File: src/rtl/riscv_ctrl_pkg.sv
// riscv_ctrl_pkg: opcodes, alu_op encodings, control bundle and halt FSM states
package riscv_ctrl_pkg;
  localparam logic [6:0] OP_R     = 7'b0110011;
  localparam logic [6:0] OP_LW    = 7'b0000011;
  localparam logic [6:0] OP_SW    = 7'b0100011;
  localparam logic [6:0] OP_BR    = 7'b1100011;
  localparam logic [6:0] OP_I     = 7'b0010011;
  localparam logic [6:0] OP_LUI   = 7'b0110111;
  localparam logic [6:0] OP_JAL   = 7'b1101111;
  localparam logic [6:0] OP_JALR  = 7'b1100111;
  localparam logic [6:0] OP_AUIPC = 7'b0010111;
  localparam logic [6:0] OP_HALT  = 7'b1111111;
  localparam logic [1:0] ALU_LDST = 2'b00;
  localparam logic [1:0] ALU_BR   = 2'b01;
  localparam logic [1:0] ALU_RI   = 2'b10;
  localparam logic [1:0] ALU_UJ   = 2'b11;
  typedef struct packed {
    logic       alu_src;
    logic       mem_to_reg;
    logic       reg_write;
    logic       mem_read;
    logic       mem_write;
    logic [1:0] alu_op;
    logic       branch;
    logic       jal;
    logic       jalr;
    logic       auipc;
  } ctrl_t;
  typedef enum logic [1:0] {RUN, DRAIN, HALTED} halt_state_e;
endpackage

File: src/rtl/opcode_decoder.sv
// opcode_decoder: combinational opcode to control bundle with halt/illegal flags
module opcode_decoder
  import riscv_ctrl_pkg::*;
#(
  parameter bit ENABLE_AUIPC = 1'b1
) (
  input  logic [6:0] opcode_i,
  output ctrl_t      ctrl_o,
  output logic       is_halt_o,
  output logic       is_illegal_o
);
  // decode table; anything not listed is illegal
  always_comb begin
    ctrl_o = '0;
    is_halt_o = 1'b0;
    is_illegal_o = 1'b0;
    case (opcode_i)
      OP_R: begin ctrl_o.reg_write = 1'b1; ctrl_o.alu_op = ALU_RI; end
      OP_LW: begin ctrl_o.alu_src = 1'b1; ctrl_o.mem_to_reg = 1'b1; ctrl_o.reg_write = 1'b1; ctrl_o.mem_read = 1'b1; ctrl_o.alu_op = ALU_LDST; end
      OP_SW: begin ctrl_o.alu_src = 1'b1; ctrl_o.mem_write = 1'b1; ctrl_o.alu_op = ALU_LDST; end
      OP_BR: begin ctrl_o.branch = 1'b1; ctrl_o.alu_op = ALU_BR; end
      OP_I: begin ctrl_o.alu_src = 1'b1; ctrl_o.reg_write = 1'b1; ctrl_o.alu_op = ALU_RI; end
      OP_LUI: begin ctrl_o.alu_src = 1'b1; ctrl_o.reg_write = 1'b1; ctrl_o.alu_op = ALU_UJ; end
      OP_JAL: begin ctrl_o.reg_write = 1'b1; ctrl_o.branch = 1'b1; ctrl_o.jal = 1'b1; ctrl_o.alu_op = ALU_UJ; end
      OP_JALR: begin ctrl_o.reg_write = 1'b1; ctrl_o.branch = 1'b1; ctrl_o.jal = 1'b1; ctrl_o.jalr = 1'b1; ctrl_o.alu_op = ALU_UJ; end
      OP_AUIPC: begin
        if (ENABLE_AUIPC) begin
          ctrl_o.alu_src = 1'b1;
          ctrl_o.reg_write = 1'b1;
          ctrl_o.auipc = 1'b1;
          ctrl_o.alu_op = ALU_UJ;
        end else is_illegal_o = 1'b1;
      end
      OP_HALT: is_halt_o = 1'b1;
      default: is_illegal_o = 1'b1;
    endcase
  end
endmodule

File: src/rtl/pipelined_control_unit.sv
// pipelined_control_unit: registered ID/EX control bundle with stall, flush, illegal trap and halt drain
module pipelined_control_unit
  import riscv_ctrl_pkg::*;
#(
  parameter int DRAIN_CYCLES    = 3,
  parameter bit ENABLE_AUIPC    = 1'b1,
  parameter bit TRAP_ON_ILLEGAL = 1'b0
) (
  input  logic       clk,
  input  logic       rst_n,
  input  logic       instr_valid_i,
  input  logic [6:0] opcode_i,
  input  logic       stall_i,
  input  logic       flush_i,
  output ctrl_t      ctrl_o,
  output logic       ctrl_valid_o,
  output logic       illegal_o,
  output logic       fetch_stall_o,
  output logic       halted_o
);
  localparam int CW = (DRAIN_CYCLES < 2) ? 1 : $clog2(DRAIN_CYCLES + 1);
  halt_state_e state_q, state_d;
  logic [CW-1:0] cnt_q, cnt_d;
  ctrl_t ctrl_q, ctrl_d, dec_ctrl;
  logic ctrl_valid_q, ctrl_valid_d, illegal_q, illegal_d;
  logic fetch_stall_q, fetch_stall_d, halted_q, halted_d;
  logic is_halt, is_illegal;
  opcode_decoder #(.ENABLE_AUIPC(ENABLE_AUIPC)) u_dec (
    .opcode_i    (opcode_i),
    .ctrl_o      (dec_ctrl),
    .is_halt_o   (is_halt),
    .is_illegal_o(is_illegal)
  );
  // next-state: flush > stall > no-instr > decode in RUN; DRAIN and HALTED only emit bubbles
  always_comb begin
    state_d = state_q;
    cnt_d = cnt_q;
    ctrl_d = '0;
    ctrl_valid_d = 1'b0;
    illegal_d = 1'b0;
    case (state_q)
      RUN: begin
        if (!flush_i && stall_i) begin
          ctrl_d = ctrl_q;
          ctrl_valid_d = ctrl_valid_q;
        end else if (!flush_i && instr_valid_i) begin
          illegal_d = is_illegal;
          if (is_halt || (is_illegal && TRAP_ON_ILLEGAL)) begin
            state_d = (DRAIN_CYCLES == 0) ? HALTED : DRAIN;
            cnt_d = (DRAIN_CYCLES == 0) ? '0 : CW'(DRAIN_CYCLES - 1);
          end else if (!is_illegal) begin
            ctrl_d = dec_ctrl;
            ctrl_valid_d = 1'b1;
          end
        end
      end
      DRAIN: begin
        cnt_d = cnt_q - CW'(1);
        state_d = (cnt_q == '0) ? HALTED : DRAIN;
      end
      default: state_d = state_q;
    endcase
    fetch_stall_d = state_d != RUN;
    halted_d = state_d == HALTED;
  end
  // ID/EX register, FSM state and drain counter
  always_ff @(posedge clk) begin
    if (!rst_n) begin
      state_q <= RUN;
      cnt_q <= '0;
      ctrl_q <= '0;
      ctrl_valid_q <= 1'b0;
      illegal_q <= 1'b0;
      fetch_stall_q <= 1'b0;
      halted_q <= 1'b0;
    end else begin
      state_q <= state_d;
      cnt_q <= cnt_d;
      ctrl_q <= ctrl_d;
      ctrl_valid_q <= ctrl_valid_d;
      illegal_q <= illegal_d;
      fetch_stall_q <= fetch_stall_d;
      halted_q <= halted_d;
    end
  end
  assign ctrl_o = ctrl_q;
  assign ctrl_valid_o = ctrl_valid_q;
  assign illegal_o = illegal_q;
  assign fetch_stall_o = fetch_stall_q;
  assign halted_o = halted_q;
endmodule

File: config.mk
export PLATFORM = sky130hd
export DESIGN_NAME = pipelined_control_unit
export DESIGN_NICKNAME = d
export VERILOG_FILES = /design/src/rtl/riscv_ctrl_pkg.sv /design/src/rtl/opcode_decoder.sv /design/src/rtl/pipelined_control_unit.sv
export SDC_FILE = /design/constraint.sdc
export NUM_CORES = 1
export LEC_CHECK = 0
export ABC_AREA = 1
export ABC_CLOCK_PERIOD_IN_PS = 2300
export BUFFER_PORTS_ARGS = -buffer_cell sky130_fd_sc_hd__buf_2
export CELL_PAD_IN_SITES_DETAIL_PLACEMENT = 1
export CELL_PAD_IN_SITES_GLOBAL_PLACEMENT = 1
export CORE_ASPECT_RATIO = 0.8
export CORE_MARGIN = 2
export CORE_UTILIZATION = 37
export DETAILED_ROUTE_END_ITERATION = 10
export PLACE_DENSITY = 0.8
export SYNTH_ARGS = -nofsm -noshare
export SYNTH_HDL_FRONTEND = slang
export SYNTH_SLANG_ARGS = --single-unit
File: constraint.sdc
create_clock -name clk -period 2.3 [get_ports clk]
set_clock_uncertainty 0.05 [all_clocks]
set_input_delay 0.115 -clock clk [delete_from_list [all_inputs] [get_ports clk]]
set_output_delay 0.115 -clock clk [all_outputs]
set_load 0.02 [all_outputs]
* Word-level counts from Yosys, hierarchy flattened *
Index checks and enable logic that the tools add are counted.

word-level totals
  flip-flop bits (word level) = 19
  output and inout port bits = 15
  logic and storage cells = 78

operators by class
  $add $sub $neg = 1
  equality and inequality tests = 15
  mux-type cells = 26
  bitwise gates (word level) = 3
  reductions and logical operators = 17

operators with widths
  cell                  number
  $mux W11              3
  $eq A7 B7 Y1 const B  4
  $eq A7 B6 Y1 const B  3
  $eq A7 B5 Y1 const B  2
  $mux W2               7
  $mux W1               13
  $reduce_or A10 Y1     1
  $pmux W2 S2           2
  $reduce_or A4 Y1      2
  $eq A7 B2 Y1 const B  1
  $reduce_or A7 Y1      1
  $ne A2 B2 Y1 const B  3
  $pmux W2 S3           1
  $reduce_or A5 Y1      1
  $logic_not A2 Y1      2
  $reduce_and A4 Y1     1
  $reduce_bool A2 Y1    2
  $reduce_or A2 Y1      2
  $not A1 Y1            3
  $reduce_or A3 Y1      1
  $eq A2 B1 Y1 const B  1
  $eq A2 B2 Y1 const B  1
  $logic_and A1 B1 Y1   2
  $reduce_and A2 Y1     1
  2 further kinds       2

* Logic depth before layout (Yosys ltp) *
Gate-level depths: netlist (run 1).

  word-level depth = 7
  gate-level depth with buffers = 8

* Modules after synthesis *
Synthesis (run 1) repeated with hierarchy kept, for this count alone.

second synthesis, totals
  cell total of the unflattened synthesis = 151
  area, all modules = 1,128.6 µm²

by module, submodules not included
  module                  times used  cells each  area each (µm²)
  pipelined_control_unit  1           98          859.6
  opcode_decoder          1           53          269.0

* Worst setup path before layout (run 1) *
Ideal clock, no wire load.

  path kind = register -> register
  from = register cnt_q[0]
  to = register halted_q, in the netlist halted_o
  arrival time = 859 ps
  data required time = 2,128 ps
  slack = 1,269 ps
  stages on the path, launching flop included = 9
  buffers on the path = 0
  period minus slack after synthesis = 1,031 ps
  cells stage by stage = dfxtp_1 -> inv_1 -> ha_1 -> nor2_1 -> nor2_1 -> inv_1 -> nor2_1 -> inv_1 -> nor3_1

on the way
  word-level cells in the longest chain between the ends = 4

ends and longest elaborated chain
  element                 RTL line                      source
  start, declared         pipelined_control_unit.sv:23  logic [CW-1:0] cnt_q, cnt_d;
  start signal, assigned  pipelined_control_unit.sv:78  cnt_q <= cnt_d;
  $logic_not A2 Y1        pipelined_control_unit.sv:59  state_d = (cnt_q == '0) ? HALTED : DRAIN;
  $mux W2                 pipelined_control_unit.sv:59
  $pmux W2 S2             pipelined_control_unit.sv:41  case (state_q)
  $eq A2 B2 Y1            pipelined_control_unit.sv:64  halted_d = state_d == HALTED;
  end signal, assigned    pipelined_control_unit.sv:83  halted_q <= halted_d;
  end, declared           pipelined_control_unit.sv:26  logic fetch_stall_q, fetch_stall_d, halted_q, halted_d;

Every way passes these cells.
A chain may end at the register's enable or synchronous reset.

* Worst setup path in the final report (run 1) *
  from = register cnt_q[1]
  to = register halted_q, in the netlist halted_o

Same word-level chain as after synthesis.

==> summary.txt, run 1 <==
Pwr
  – PD cells: around 520 nW/um2
  – Leakage power: between 0.0005 and 0.0006 uW
  – Highest ir drop seen on vdd: approximately 0.00024 V

CTS
  – Reg clk slew, reported paths: 0.10 ns
  – Total CTS buffers: 3
  – H-tree depth: 1
  – Deepest clock path buffer count: 2
  – Post-CTS Setup Bufs: 0
  – Worst skew pair latency: 0.29 ns
  – TritonCTS Sinks: 18
  – CTS-repair resized insts: 0
  – CTS Root Cell: clkbuf_4
  – TritonCTS clock tree: yes
  – Cts hold-fix bufs: 0

Timing
  – Min Tclk post-route: around 1.2 ns
  – Setup violators final: 0
  – Fin crit share: about half
  – Fin. max-slew vios: 0
  – Setup TNS: 0 ns
  – Final hold vios: 0
  – Slew @ Worst Pin: approximately 0.41 ns
  – RSZ-0062 raised after global routing: no
  – Final hold slack: between 0.02 and 0.025 ns
  – Slew HR: between 70 and 80%
  – Fmax: about 0.85 GHz

Drt
  – Post-Route WL: 2360 um
  – DR iter-0 viols: 25
  – WL/cell: about 13 um
  – Vias: 919
  – DRT antenna net count: 0
  – TritonRoute pass-1 iters: 3
  – Vias/cell: 4.99
  – Drt drc: 0

Global route
  – Initial antenna violation count: 0
  – Largest net degree at the start of global routing: 13
  – First-pass GRT wire length: approximately 4000 um
  – Total grt overflow: 0
  – Vias in the first global route: about 930
  – Overall Global Routing Usage: about 18%

Worst hold path
  – Hold Path Class: primary input to flop

Die
  – Die area: 2900 um2
  – I/O pin count: 27
  – Core Region: between 2000 and 2500 um2
  – Chip width: between 50 and 60 um
  – Chip height: 48.6 um
  – Rows: 16
  – Initial Utilization: between 30% and 40%

Synthesis
  – Sequential-to-total area share from yosys stat: between 30% and 40%
  – Mapped cell area: 920 um2
  – Ys flop type: dfxtp_1
  – Async SR Flop Fraction: 0%
  – Synthesized area per cell: 7.13 um2
  – EDFF count, synth: 0
  – YS warnings: 0
  – Synth unique cells: 23
  – Mapped Cells: between 100 and 150
  – Yosys reg bits: 18
  – Syn nets: ~140

Setup path
  – Startpoint types: flop
  – Slowest CP cell: dfxtp_1
  – Top delay family on crit path: simple AND/OR/NAND/NOR gates
  – Critical Path RT: roughly 2.5 ns
  – Bufs and invs on worst path: 3
  – Delay of the slowest cell on the worst path: 0.32 ns
  – CP Cell Sequence: inv_1 -> ha_1 -> nor2_1 -> nor2_1 -> inv_1 -> nor2_1 -> inv_1 -> nor3_1
  – Crit path kind: flop to flop
  – Crit-path max FO: 2
  – Worst Setup End Kind: flop
  – Crit path DAT: approximately 1.4 ns

Finish
  – Core Util, Final: a little under half
  – Ant. Diodes: 0
  – Proportion of layout cells with a drive suffix above 1: 31.8%
  – Fillcell total: approximately 340
  – Final net count: about 170
  – Area grow syn2layout: 20.8%

Place
  – Port Buffers: 26
  – Gpl congestion: roughly 0.77
  – HPWL reported at the end of detailed placement: between 1500 and 2000 um

Status
  – Status: finished clean

Run
  – Maxcap violations: 0
## layout make-up
cell class,instances,area [um2],area share [%]
Multi-Input combinational cell,89,472,42.5
Sequential cell,18,360,32.4
Timing Repair Buffer,27,138,12.4
Inverter,19,71.3,6.42
Clock buffer,4,36.3,3.27
Tap cell,27,33.8,3.04
## logic make-up after synthesis
kind of cell    Yosys count  share of synthesized area [%]
buf+inv                  22                           9.52
simple gates             71                           40.0
flops                    18                           39.2
fa+ha+maj                 1                           1.36
compound gates           17                           9.93
## per-stage QoR
step,power [uW],cell area [um2],cells,setup WS (ns)
6_report,575,1110,184,1.13
3_3_place_gp,378,1070,180,1.15
2_1_floorplan,356,920,129,1.27
3_5_place_dp,381,1070,180,1.09
5_1_grt,607,1110,184,0.966
4_1_cts,585,1110,184,1.11
## synthesized netlist by cell type, types with 3 or more instances
library cell | instances | share of area (%)
nand2_1 | 24 | 9.8
nand2_2 | 5 | 3.4
a21oi_1 | 14 | 7.6
nand4_1 | 7 | 4.8
inv_1 | 15 | 6.1
nor2_1 | 13 | 5.3
nor3_1 | 3 | 1.6
nand3_2 | 3 | 3.3
dfxtp_1 | 18 | 39
nand3_1 | 8 | 4.4
nor2_4 | 3 | 3.7
inv_2 | 3 | 1.2
nor2_2 | 3 | 2.0
## sequential cells by signal (all words and copies together) (netlist names)
| signal | flops |
|---|---|
| cnt_q | 2 |
| ctrl_o | 10 |
| ctrl_valid_o | 1 |
| fetch_stall_o | 1 |
| halted_o | 1 |
| illegal_o | 1 |
| state_q | 2 |
## per-layer routing
metal	vias to the layer above	global-route usage [%]	share of wire [%]
met5	-	0	0
met4	0	4.07	1.3
met3	6	5.61	4.3
met2	17	33.0	54
met1	422	20.1	41
li1	474	-	-
## worst reg2reg max path, cell delays in order (launching register included)
cell and delay [ns]:
dfxtp_1 0.32, inv_1 0.08, ha_1 0.17, nor2_1 0.05
nor2_1 0.08, inv_1 0.04, nor2_1 0.12, inv_1 0.08
nor3_1 0.12
## cell usage in the layout, fill, tap and decap left out
| master | count |
|---|---|
| buf_2 | 26 |
| nand2_1 | 24 |
| dfxtp_1 | 18 |
| inv_1 | 15 |
| a21oi_1 | 14 |
| nor2_1 | 13 |
| nand3_1 | 8 |
| nand4_1 | 7 |
| nand2_2 | 5 |
| inv_2 | 3 |
| nor2_4 | 3 |
| nor2_2 | 3 |
| nor3_1 | 3 |
| nand3_2 | 3 |
| clkbuf_4 | 3 |
| clkinv_1 | 1 |
| nor3_2 | 1 |
| o21bai_1 | 1 |
| nor4_1 | 1 |
| o21ai_2 | 1 |
| o21ai_0 | 1 |
| ha_1 | 1 |
| clkbuf_8 | 1 |
| buf_4 | 1 |
## power breakdown
part | total [uW] | internal (uW) | switching [uW]
logic | 61.0 | 18.4 | 42.6
registers | 313 | 313 | 0.399
clock network | 201 | 96.6 | 105
total | 575 | 428 | 148
## worst paths after layout
path,start,to,slack [ns],cells past startpoint
max,cnt_q[1],halted_o,1.13,8
min,rst_n,cnt_q[1],0.02,3
max reg2reg,cnt_q[1],halted_o,1.13,8
min reg2reg,ctrl_o[6],ctrl_o[6],0.42,2
Note: power is estimated with default switching activity, not from simulation.
==> run 2, diff against run 1 <==
--- a/config.mk
+++ b/config.mk
@@ -6,15 +6,15 @@
 export NUM_CORES = 1
 export LEC_CHECK = 0
 export ABC_AREA = 1
-export ABC_CLOCK_PERIOD_IN_PS = 2300
+export ABC_CLOCK_PERIOD_IN_PS = 1080
 export BUFFER_PORTS_ARGS = -buffer_cell sky130_fd_sc_hd__buf_2
 export CELL_PAD_IN_SITES_DETAIL_PLACEMENT = 1
 export CELL_PAD_IN_SITES_GLOBAL_PLACEMENT = 1
 export CORE_ASPECT_RATIO = 0.8
 export CORE_MARGIN = 2
-export CORE_UTILIZATION = 37
+export CORE_UTILIZATION = 31
 export DETAILED_ROUTE_END_ITERATION = 10
-export PLACE_DENSITY = 0.8
+export PLACE_DENSITY = 0.72
 export SYNTH_ARGS = -nofsm -noshare
 export SYNTH_HDL_FRONTEND = slang
 export SYNTH_SLANG_ARGS = --single-unit
==> constraint.sdc (replaced) <==
create_clock -name clk -period 1.08 [get_ports clk]
set_clock_uncertainty 0.05 [all_clocks]
set_input_delay 0.054 -clock clk [delete_from_list [all_inputs] [get_ports clk]]
set_output_delay 0.054 -clock clk [all_outputs]
set_load 0.02 [all_outputs]
==> summary.txt, run 2 (synthesis gave the netlist of run 1 again) <==
Place
  – Pre-CTS WS: -0.113 ns (-1.21 ns)
  – Port Buffers: 26 (unchanged)
  – HPWL reported at the end of detailed placement: 2010 um (+4.2%)
  – Gpl congestion: 0.824 (+7.6%)

Finish
  – Ant. Diodes: 0 (unchanged)
  – Commonest non-fill, non-tap cell in the layout: buf_2
  – Proportion of layout cells with a drive suffix above 1: 42.1% (+10 points)
  – Commonest cells after routing, fill and taps aside: buf_2, nand2_1, dfxtp_1, a21oi_1, inv_1
  – Area grow syn2layout: 35.1%
  – Max FFs per register: 10 (unchanged)
  – Final net count: 178 (+4.1%)

Die
  – Chip width: 64.9 um (+8.6%)
  – Rows: 17 (+1)
  – I/O pin count: 27 (unchanged)
  – Core Region: 2790 um2 (+16%)
  – Initial Utilization: 33.0% (-5.3 points)
  – Chip height: 52.7 um (+8.5%)
  – Die area: 3420 um2 (+18%)

Timing
  – Fin crit share: 105% (+54 points)
  – Fmax: 0.884 GHz (+3.7%)
  – Slew HR: 75.8% (+3.0 points)
  – Final hold slack: 0.00527 ns (-0.0180 ns)
  – Min Tclk post-route: 1.13 ns (-0.0423 ns)
  – Final hold vios: 0 (unchanged)
  – Fin. max-slew vios: 0 (unchanged)
  – Setup TNS: -0.183 ns (-0.183 ns)
  – Setup violators final: 5 (+5)
  – Slew @ Worst Pin: 0.363 ns (-0.0441 ns)
  – RSZ-0062 raised after global routing: yes
  – Worst setup margin: -0.0518 ns (-1.18 ns)

Drt
  – WL/cell: 12.5 um (-3.0%)
  – Vias/cell: 4.69 (-6.1%)
  – DR iter-0 viols: 36 (+44%)
  – Drt drc: 0 (unchanged)
  – Vias: 947 (+3.0%)
  – TritonRoute pass-1 iters: 4 (+1)
  – Post-Route WL: 2520 um (+6.5%)
  – DRT antenna net count: 0 (unchanged)

Setup path
  – Critical Path RT: 1.17 ns (-1.31 ns)
  – Worst Setup End Kind: flop
  – R2R Path Start: state_q[0]
  – Crit-path max FO: 3 (+1)
  – R2R depth: 6 (-2)
  – Crit path kind: flop to flop
  – R2r setup slk: -0.05 ns (-1.18 ns)
  – Crit path DAT: 1.22 ns (-0.13 ns)
  – Startpoint types: flop
  – Reg2reg end: cnt_q[0]

Pwr
  – Net Switching: 317 uW (+110%)
  – Clock power frac: 40.4% (+5.4 points)
  – Seq pwr share: 49.3% (-5.1 points)
  – Sw frac: 23.4% (-2.3 points)
  – Leakage power: 0.000582 uW (+10%)
  – P_int: 1040 uW (+140%)
  – PD cells: 1090 nW/um2 (+110%)
  – Combinational share of power: 10.3% (-0.3 points)
  – Highest ir drop seen on vdd: 0.000656 V (+180%)

CTS
  – Cts hold-fix bufs: 0 (unchanged)
  – CTS Root Cell: clkbuf_8
  – TritonCTS clock tree: yes
  – Worst skew pair latency: 0.25 ns (-0.04 ns)
  – TritonCTS Sinks: 18 (unchanged)
  – Reg clk slew, reported paths: 0.07 ns (-0.03 ns)
  – H-tree depth: 1 (unchanged)
  – Deepest clock path buffer count: 2 (unchanged)
  – Total CTS buffers: 3 (unchanged)

Worst hold path
  – Hold EP: cnt_q[1]
  – Hold Path Cell Cnt: 3 (unchanged)
  – Hold Crit Start: rst_n
  – Hold Path Class: primary input to flop

Global route
  – Vias in the first global route: 1010 (+8.7%)
  – First-pass GRT wire length: 4490 um (+11%)
  – Total grt overflow: 0 (unchanged)
  – Largest net degree at the start of global routing: 12 (-1)
  – Overall Global Routing Usage: 17.1% (-1.0 points)
  – Initial antenna violation count: 0 (unchanged)

Status
  – Status: complete, but fails checks
  – Failing checks: negative setup slack

Run
  – Maxcap violations: 0 (unchanged)
==> run 2: cell count changes in the layout (fill, tap and decap cells not counted), moves of 3 or more <==
cell and change:
buf_4 +7, inv_1 -3, clkbuf_4 -3, nor2_2 +3, inv_2 +3, clkbuf_8 +3, nor2_1 -4
==> run 2: timing repair <==
| action | in CTS | in global routing |
|---|---|---|
| cloned | 0 | 0 |
| pin swaps | 1 | 4 |
| setup endpoints to repair | 6 | 6 |
| gates resized for setup | 8 | 7 |
| setup buffers | 0 | 1 |
==> run 2: layout make-up <==
| cell class | instances | area, um2 |
|---|---|---|
| inverters | 19 | 71.3 |
| multi-input cells | 89 | 515 |
| fillers | 374 | 1540 |
| flip-flops and latches | 18 | 363 |
| clock buffers | 4 | 55.1 |
| well taps | 38 | 47.5 |
| repair buffers | 34 | 190 |
==> run 2: worst max-delay path by stage <==
stage          startpoint        to  slack [ns]
3_5_place_dp     cnt_q[1]  halted_o       -0.11
3_3_place_gp     cnt_q[1]  halted_o       -0.03
4_1_cts          cnt_q[0]  halted_o       -0.02
2_1_floorplan    cnt_q[0]  halted_o        0.05
5_1_grt        state_q[0]  cnt_q[1]       -0.14
6_report       state_q[0]  cnt_q[0]       -0.05
==> run 2: metrics by stage <==
stage	cell area, um2	cells	util, %	power, uW
floorplan	920	129	-	759
global placement	1130	197	40.7	814
detailed placement	1130	197	40.7	819
CTS	1210	201	43.6	1370
global route	1240	202	44.6	1430
finish	1240	202	44.6	1350
==> run 2: critical path, stage by stage, from the launching register on <==
cell	delay, ns
dfxtp_1	0.33
nor2_2	0.18
nand2_2	0.10
nor2_4	0.19
inv_2	0.06
nand2_1	0.05
a21oi_1	0.06
==> run 2: layer usage <==
layer / part of all wire [%] / global-route usage, %
met4: 0 / 3.19
met5: 0 / 0
met2: 49 / 30.4
met1: 47 / 21.0
met3: 4.1 / 4.52
==> run 2: power groups by stage <==
stage / registers, uW / clock network, uW / logic (uW)
6_report: 667 / 546 / 139
5_1_grt: 667 / 605 / 157
4_1_cts: 667 / 561 / 139
3_5_place_dp: 682 / 0 / 137
3_3_place_gp: 682 / 0 / 132
2_1_floorplan: 685 / 0 / 74.2
